==> src/rtl/pulse_delay_line.sv <==
// rtl/pulse_delay_line.sv - per-channel event detector with fixed-latency delay line and pulse stretcher
//
// Purpose:
//   Detects a selectable event (level-high, rising, falling or both edges) on each
//   of BITS independent input lines. It delays each event through a DEPTH-stage
//   pipeline and then stretches it into an output pulse STRETCH cycles wide. The
//   pipeline and the stretchers only advance on cycles with en_i high.
//
// Parameters:
//   BITS     number of independent channels (>=1)
//   DEPTH    delay-line stages, in enabled cycles (>=1)
//   STRETCH  output pulse width, in enabled cycles (>=1)
//   MODE     0=level-high, 1=rising, 2=falling, 3=both edges
//
// Ports:
//   clk_i    system clock, all state on posedge
//   rst_i    synchronous reset, active high (highest priority)
//   en_i     pipeline advance enable; low freezes delay line and stretchers
//   flush_i  synchronous clear of in-flight events; edge history keeps tracking
//   in_i     raw event lines, already synchronous to clk_i
//   out_o    delayed, stretched event pulses (decoded from registered state)
//   valid_o  high once DEPTH enabled cycles have elapsed since reset/flush

module pulse_delay_line #(
    parameter int BITS    = 8,
    parameter int DEPTH   = 4,
    parameter int STRETCH = 1,
    parameter int MODE    = 1
) (
    input  logic            clk_i,
    input  logic            rst_i,
    input  logic            en_i,
    input  logic            flush_i,
    input  logic [BITS-1:0] in_i,
    output logic [BITS-1:0] out_o,
    output logic            valid_o
);

    localparam int CW = $clog2(STRETCH + 1);
    localparam int FW = $clog2(DEPTH + 1);

    localparam logic [CW-1:0] CNT_LOAD = CW'(STRETCH);
    localparam logic [CW-1:0] CNT_ONE  = CW'(1);
    localparam logic [FW-1:0] FILL_MAX = FW'(DEPTH);
    localparam logic [FW-1:0] FILL_ONE = FW'(1);

    // Edge history: previous sample of every input line.
    logic [BITS-1:0] in_q;
    logic [BITS-1:0] in_d;

    // Delay line; stage DEPTH-1 is the tail that feeds the stretchers.
    logic [BITS-1:0] dl_q [DEPTH];
    logic [BITS-1:0] dl_d [DEPTH];

    // Per-channel stretch down-counters.
    logic [CW-1:0]   cnt_q [BITS];
    logic [CW-1:0]   cnt_d [BITS];

    // Enabled cycles since reset/flush, saturating at DEPTH.
    logic [FW-1:0]   fill_q;
    logic [FW-1:0]   fill_d;

    logic [BITS-1:0] ev_w;
    logic [BITS-1:0] tail_w;

    // ------------------------------------------------------------------
    // Event detection
    // ------------------------------------------------------------------
    always_comb begin
        if (MODE == 0) begin
            ev_w = in_i;
        end else if (MODE == 1) begin
            ev_w = in_i & ~in_q;
        end else if (MODE == 2) begin
            ev_w = ~in_i & in_q;
        end else begin
            ev_w = in_i ^ in_q;
        end
    end

    // The history register tracks the input on every cycle, including
    // disabled and flushed ones, so releasing flush or en never manufactures
    // an edge out of a level that was already present.
    always_comb begin
        in_d = in_i;
    end

    // ------------------------------------------------------------------
    // Delay line
    // ------------------------------------------------------------------
    always_comb begin
        dl_d = dl_q;
        if (flush_i) begin
            for (int k = 0; k < DEPTH; k++) begin
                dl_d[k] = '0;
            end
        end else if (en_i) begin
            // Events arriving while en_i is low are dropped on purpose.
            dl_d[0] = ev_w;
            for (int k = 1; k < DEPTH; k++) begin
                dl_d[k] = dl_q[k-1];
            end
        end
    end

    assign tail_w = dl_q[DEPTH-1];

    // ------------------------------------------------------------------
    // Stretchers
    // ------------------------------------------------------------------
    always_comb begin
        cnt_d = cnt_q;
        for (int i = 0; i < BITS; i++) begin
            if (flush_i) begin
                cnt_d[i] = '0;
            end else if (en_i) begin
                // A retrigger reloads rather than adds, so closely spaced
                // events merge into one pulse ending STRETCH after the last.
                if (tail_w[i]) begin
                    cnt_d[i] = CNT_LOAD;
                end else if (cnt_q[i] != '0) begin
                    cnt_d[i] = cnt_q[i] - CNT_ONE;
                end
            end
        end
    end

    // ------------------------------------------------------------------
    // Fill tracking
    // ------------------------------------------------------------------
    always_comb begin
        fill_d = fill_q;
        if (flush_i) begin
            fill_d = '0;
        end else if (en_i && (fill_q != FILL_MAX)) begin
            fill_d = fill_q + FILL_ONE;
        end
    end

    // ------------------------------------------------------------------
    // State registers
    // ------------------------------------------------------------------
    always_ff @(posedge clk_i) begin
        if (rst_i) begin
            in_q   <= '0;
            fill_q <= '0;
            for (int k = 0; k < DEPTH; k++) begin
                dl_q[k] <= '0;
            end
            for (int i = 0; i < BITS; i++) begin
                cnt_q[i] <= '0;
            end
        end else begin
            in_q   <= in_d;
            fill_q <= fill_d;
            for (int k = 0; k < DEPTH; k++) begin
                dl_q[k] <= dl_d[k];
            end
            for (int i = 0; i < BITS; i++) begin
                cnt_q[i] <= cnt_d[i];
            end
        end
    end

    // ------------------------------------------------------------------
    // Outputs, decoded purely from registers
    // ------------------------------------------------------------------
    always_comb begin
        for (int i = 0; i < BITS; i++) begin
            out_o[i] = (cnt_q[i] != '0);
        end
    end

    assign valid_o = (fill_q == FILL_MAX);

endmodule

==> config.mk <==
export PLATFORM = sky130hd
export DESIGN_NAME = pulse_delay_line
export DESIGN_NICKNAME = d
export VERILOG_FILES = /design/src/rtl/pulse_delay_line.sv
export SDC_FILE = /design/constraint.sdc
export NUM_CORES = 1
export LEC_CHECK = 0
export ABC_AREA = 1
export BUFFER_PORTS_ARGS = -buffer_cell sky130_fd_sc_hd__buf_2
export CAP_MARGIN = 20
export CORE_ASPECT_RATIO = 1.25
export CORE_UTILIZATION = 45
export DETAILED_ROUTE_END_ITERATION = 7
export GPL_TIMING_DRIVEN = 1
export PLACE_DENSITY = 0.71
export SLEW_MARGIN = 5
export SYNTH_ARGS = -nofsm -noshare
export SYNTH_HDL_FRONTEND = slang
export SYNTH_SLANG_ARGS = --single-unit
==> constraint.sdc <==
create_clock -name clk_i -period 2.9 [get_ports clk_i]
set_input_delay 0.145 -clock clk_i [delete_from_list [all_inputs] [get_ports clk_i]]
set_output_delay 0.145 -clock clk_i [all_outputs]
set_load 0.01 [all_outputs]
# == After elaboration in Yosys (flattened, before gate mapping) ==
# Index checks and enable logic that the tools add are counted.
# classes
n_addsub,9
div_mod_pow,0
muxes,16
n_bitwise,2
reduce_logical,2
n_lt_le_gt_ge,0
n_eq_ne,2
mul,0
shifts,0
# op_table
operator,count
$mux 1,16
$and 8x8->8,1
$not 8->8,1
$sub 1x1->1 const B,8
$add 3x1->3 const B,1
$eq 3x3->1 const B,1
$ne 3x3->1 const B,1
$reduce_or 2->1,1
$logic_and 1x1->1,1
# totals
latch_bits,0
ram_bits,0
output_inout_bits,9
input_bits,12
ff_bits,51
mem_count,0
mem_bits_ro,0

# == Depth between registers and ports, before layout ==
# depth
word_depth,3
ltp_mapped,6
ltp_nobuf,6

# == Worst setup path after synthesis ==
# Ideal clock, no wire load.
# synth_path
kind,reg-to-reg
from,register fill_q[0]
to,register fill_q[0]
t_required_ns,2.785
stages_incl_launch_ff,7
period_less_slack_ns,0.979
t_arrival_ns,0.864
path_slack_ns,1.921
path_cell_list,dfxtp_1 > inv_1 > ha_1 > nand2_1 > nand3_1 > nand2_1 > nor2_1
# synth_via
elab_chain_len,2
word_cells_on_any_way,3
cone_classes,1 x add/sub; 1 x eq/ne; 1 x reduce/logical
# synth_rtl
item,line,source
start: declaration,60,logic [FW-1:0] fill_q;
start signal: assignment,155,fill_q <= fill_d;
"parallel branches: the longest is 2 deep, another holds $add 3x1->3",-,
# Several ways; the timed one is not identified.
# A chain may end at the register's enable or synchronous reset.

# == Worst setup path in the final report ==
# layout_path
from,register fill_q[0]
to,output valid_o
# layout_via
elab_chain_len,1
# layout_rtl
item,line,source
$eq 3x3->1,174,assign valid_o = (fill_q == FILL_MAX);
end: declaration,36,output logic valid_o
# No other way between the ends.

==> results.md <==
* Largest incremental delay on the critical path at 0.39 ns
* Final critical-path setup slack at 1.46 ns
* Core region area at 4160 sq um
* Iteration-0 DRC Markers at 123
* Clock Sink Count at 51
* GRT Overall Usage at 0.141
* Critical path arrival at 1.30 ns
* Detailed-placement wirelength estimate at 1.70 mm
* Final Wtd Congestion at 0.725
* Largest driver fanout on the critical path at 5
* Dominant register cell in the synthesized netlist: sky130_fd_sc_hd__dfxtp_1
* Ratio of total power to cell area at 556 nW/um^2
* Fin. Hold Viols at 0
* Hold_ws at 0.0486 ns
* Transition time at the pin with the least slew margin at 0.805 ns
* Overall die width at 61.6 microns
* Clk buf depth at 2
* Leakage power at 0.788 nW
* Remaining global-route overflow at 0
* Antenna viol nets, final at 0
* Critical path's slowest cell: sky130_fd_sc_hd__dfxtp_1
* Avg Synthesized Cell Area at 8.49 sq um
* Vert. Die Dim at 76.5 microns
* Synthesized netlist cell count at 235
* Syn Std Cell Area at 2000 sq um
* Startpoint types: register
* Total number of vias at 1355
* Number of buffers added on ports at 20
* Level count of the clock H-tree at 2
* Root cell of the clock tree: sky130_fd_sc_hd__clkbuf_8
* Standard-cell rows at 26
* Post-cts sizing count at 0
* Synth top area share at 0.512
* Outcome: finished clean
* Drt pass-1 iters at 4
* Synth top area cells: sky130_fd_sc_hd__dfxtp_1 51%, sky130_fd_sc_hd__a21oi_2 13%, sky130_fd_sc_hd__nand2_1 13%, sky130_fd_sc_hd__nor2_1 7.0%, sky130_fd_sc_hd__buf_6 5.6%
* Kind of path behind the tightest hold check: in2reg
* Async set-or-reset flop fraction in the synthesized netlist at 0
* Clock period minus final worst setup slack at 1.44 ns
* Setup_tns at 0 ns
* WL per Instance at 9.02 microns
* Ordered cell list for the critical path: inv_1 -> ha_1 -> nand2_1 -> inv_1 -> buf_2
* I/O pin cnt at 21
* Count of different cell masters after synthesis at 15
* CP most frequent cell: sky130_fd_sc_hd__inv_1
* Area of placed instances at 2040 sq um
* Global-route wire length before repair at 4.98 mm
* # Max-Cap Violations at 0
* # setup viols final at 0
* Clock tree from TritonCTS: built
* Number of enable-type register cells in the synthesized netlist at 0
* Worst skew pair latency at 0.30 ns
* Data required time at the worst endpoint at 2.76 ns
* Synthesis-to-layout area growth at 6.40%
* Starting utilization of the core area at 0.479
* Die outline area at 4710 sq um
* Critical path type: reg2out
* Number of antenna violations at the first check in global routing at 0
* Vias in the first global route at 1163
* Drt total wl at 2.76 mm
* Cell family contributing the most delay on the critical path: flip-flops
* Unrepaired setup endpoints after global routing: no
* Finished Cell Area at 2120 sq um
* Most instantiated library cell after synthesis: sky130_fd_sc_hd__nand2_1
* Fraction of layout instances using a drive strength above 1 at 0.244
* Total nets after synthesis at 249
* Skew final at 0.00716 ns
* Nature of the critical path endpoint: primary output
* Buffering stage count on the worst path with inverters included at 3
* Slew Viols, Final at 0
* Vias per Instance at 4.43
* Pre-CTS setup slack at 1.49 ns
* Cell type contributing the most total cell area after synthesis: sky130_fd_sc_hd__dfxtp_1
* Synth cell count leaders: 70 x sky130_fd_sc_hd__nand2_1, 51 x sky130_fd_sc_hd__dfxtp_1, 37 x sky130_fd_sc_hd__nor2_1
* Diode count at 0
* Overall power after layout at 1.18 mW
* # fillers at 452
* Part of the Yosys area used for sequential elements at 0.512
* Maximum achievable frequency at 0.694 GHz
* Count of warnings emitted by yosys at 0
* R2r setup slk at 1.79 ns
* Number of synthesized register bits at 51
* Post-layout net count at 263
* Clock transition at the registers of the reported paths at 0.09 ns
* # DRC at 0
* Count of hold buffers inserted by post-cts repair at 0
* Largest net degree at the start of global routing at 47
* Relative slew slack at 0.462
* Number of CTS-inserted buffers at 5
* IR drop worst, VDD at 0.373 mV
* Portion of the clock cycle consumed by the worst path in the final layout at 0.497
* Post-CTS setup repair buffer count at 0
-- per-layer routing --
layer,GRT usage,share of wire
met1,0.182,0.50
met2,0.196,0.44
met3,0.0611,0.045
met4,0.0733,0.024
met5,0,0
-- worst register-to-register path, cell delays in order (launching register included) --
cell                      delay (ns)
sky130_fd_sc_hd__dfxtp_1        0.39
sky130_fd_sc_hd__inv_1          0.06
sky130_fd_sc_hd__ha_1           0.20
sky130_fd_sc_hd__nand2_1        0.15
sky130_fd_sc_hd__nand3_1        0.09
sky130_fd_sc_hd__nand2_1        0.08
sky130_fd_sc_hd__nor2_1         0.04
-- cells in the final DEF (no fill, tap or decap) --
cell / instances
sky130_fd_sc_hd__nor2_8: 1
sky130_fd_sc_hd__clkinvlp_4: 1
sky130_fd_sc_hd__o21ai_0: 1
sky130_fd_sc_hd__clkbuf_8: 5
sky130_fd_sc_hd__ha_1: 2
sky130_fd_sc_hd__buf_4: 1
sky130_fd_sc_hd__dfxtp_1: 51
sky130_fd_sc_hd__buf_2: 20
sky130_fd_sc_hd__inv_1: 14
sky130_fd_sc_hd__nor2_1: 37
sky130_fd_sc_hd__o21ai_1: 7
sky130_fd_sc_hd__nand2_1: 70
sky130_fd_sc_hd__clkbuf_1: 1
sky130_fd_sc_hd__a21oi_2: 30
sky130_fd_sc_hd__nand3_1: 2
sky130_fd_sc_hd__inv_2: 2
sky130_fd_sc_hd__a21oi_1: 4
sky130_fd_sc_hd__clkinv_2: 1
-- flip-flops by register name, summed over array words and instances (netlist names) --
register / count
dl_q: 24
in_q: 8
tail_w: 8
out_o: 8
fill_q: 3
-- final cells by class --
type                    instances  area (sq um)  area share
flip-flops and latches         51          1020       0.481
inverters                      16          60.1      0.0283
repair buffers                 21           108      0.0507
well taps                      56          70.1      0.0330
clock buffers                   6          72.6      0.0342
clock inverters                 2          12.5     0.00589
multi-input cells             154           779       0.367
-- final timing paths --
| kind | to | startpoint | cells after the start |
|---|---|---|---|
| worst max-delay path | valid_o | fill_q[0] | 5 |
| worst min-delay path | in_q[2] | in_i[2] | 3 |
| worst max register to register | fill_q[1] | fill_q[0] | 6 |
| worst min register to register | dl_q[16] | dl_q[24] | 2 |
-- logic make-up (layout without fill, tap and decap cells) --
logic type	count (synthesis)	after routing	synth area share
buffers and inverters	30	45	0.0978
DFF	51	51	0.512
adders and majority gates	2	2	0.0125
and+or+nand+nor	110	110	0.216
AOI/OAI and AO/OA	42	42	0.162
-- stage by stage --
stage | utilization | std cells
2_1_floorplan | - | 235
3_3_place_gp | 0.489 | 298
3_5_place_dp | 0.489 | 298
4_1_cts | 0.510 | 306
5_1_grt | 0.510 | 306
6_report | 0.510 | 306
-- report_power, final --
group / internal [mW] / switching (mW) / total, mW
Combinational: 0.0211 / 0.0479 / 0.0691
Clock: 0.169 / 0.224 / 0.393
Sequential: 0.713 / 0.00525 / 0.718
No activity file was read; power rests on OpenSTA's default activity.
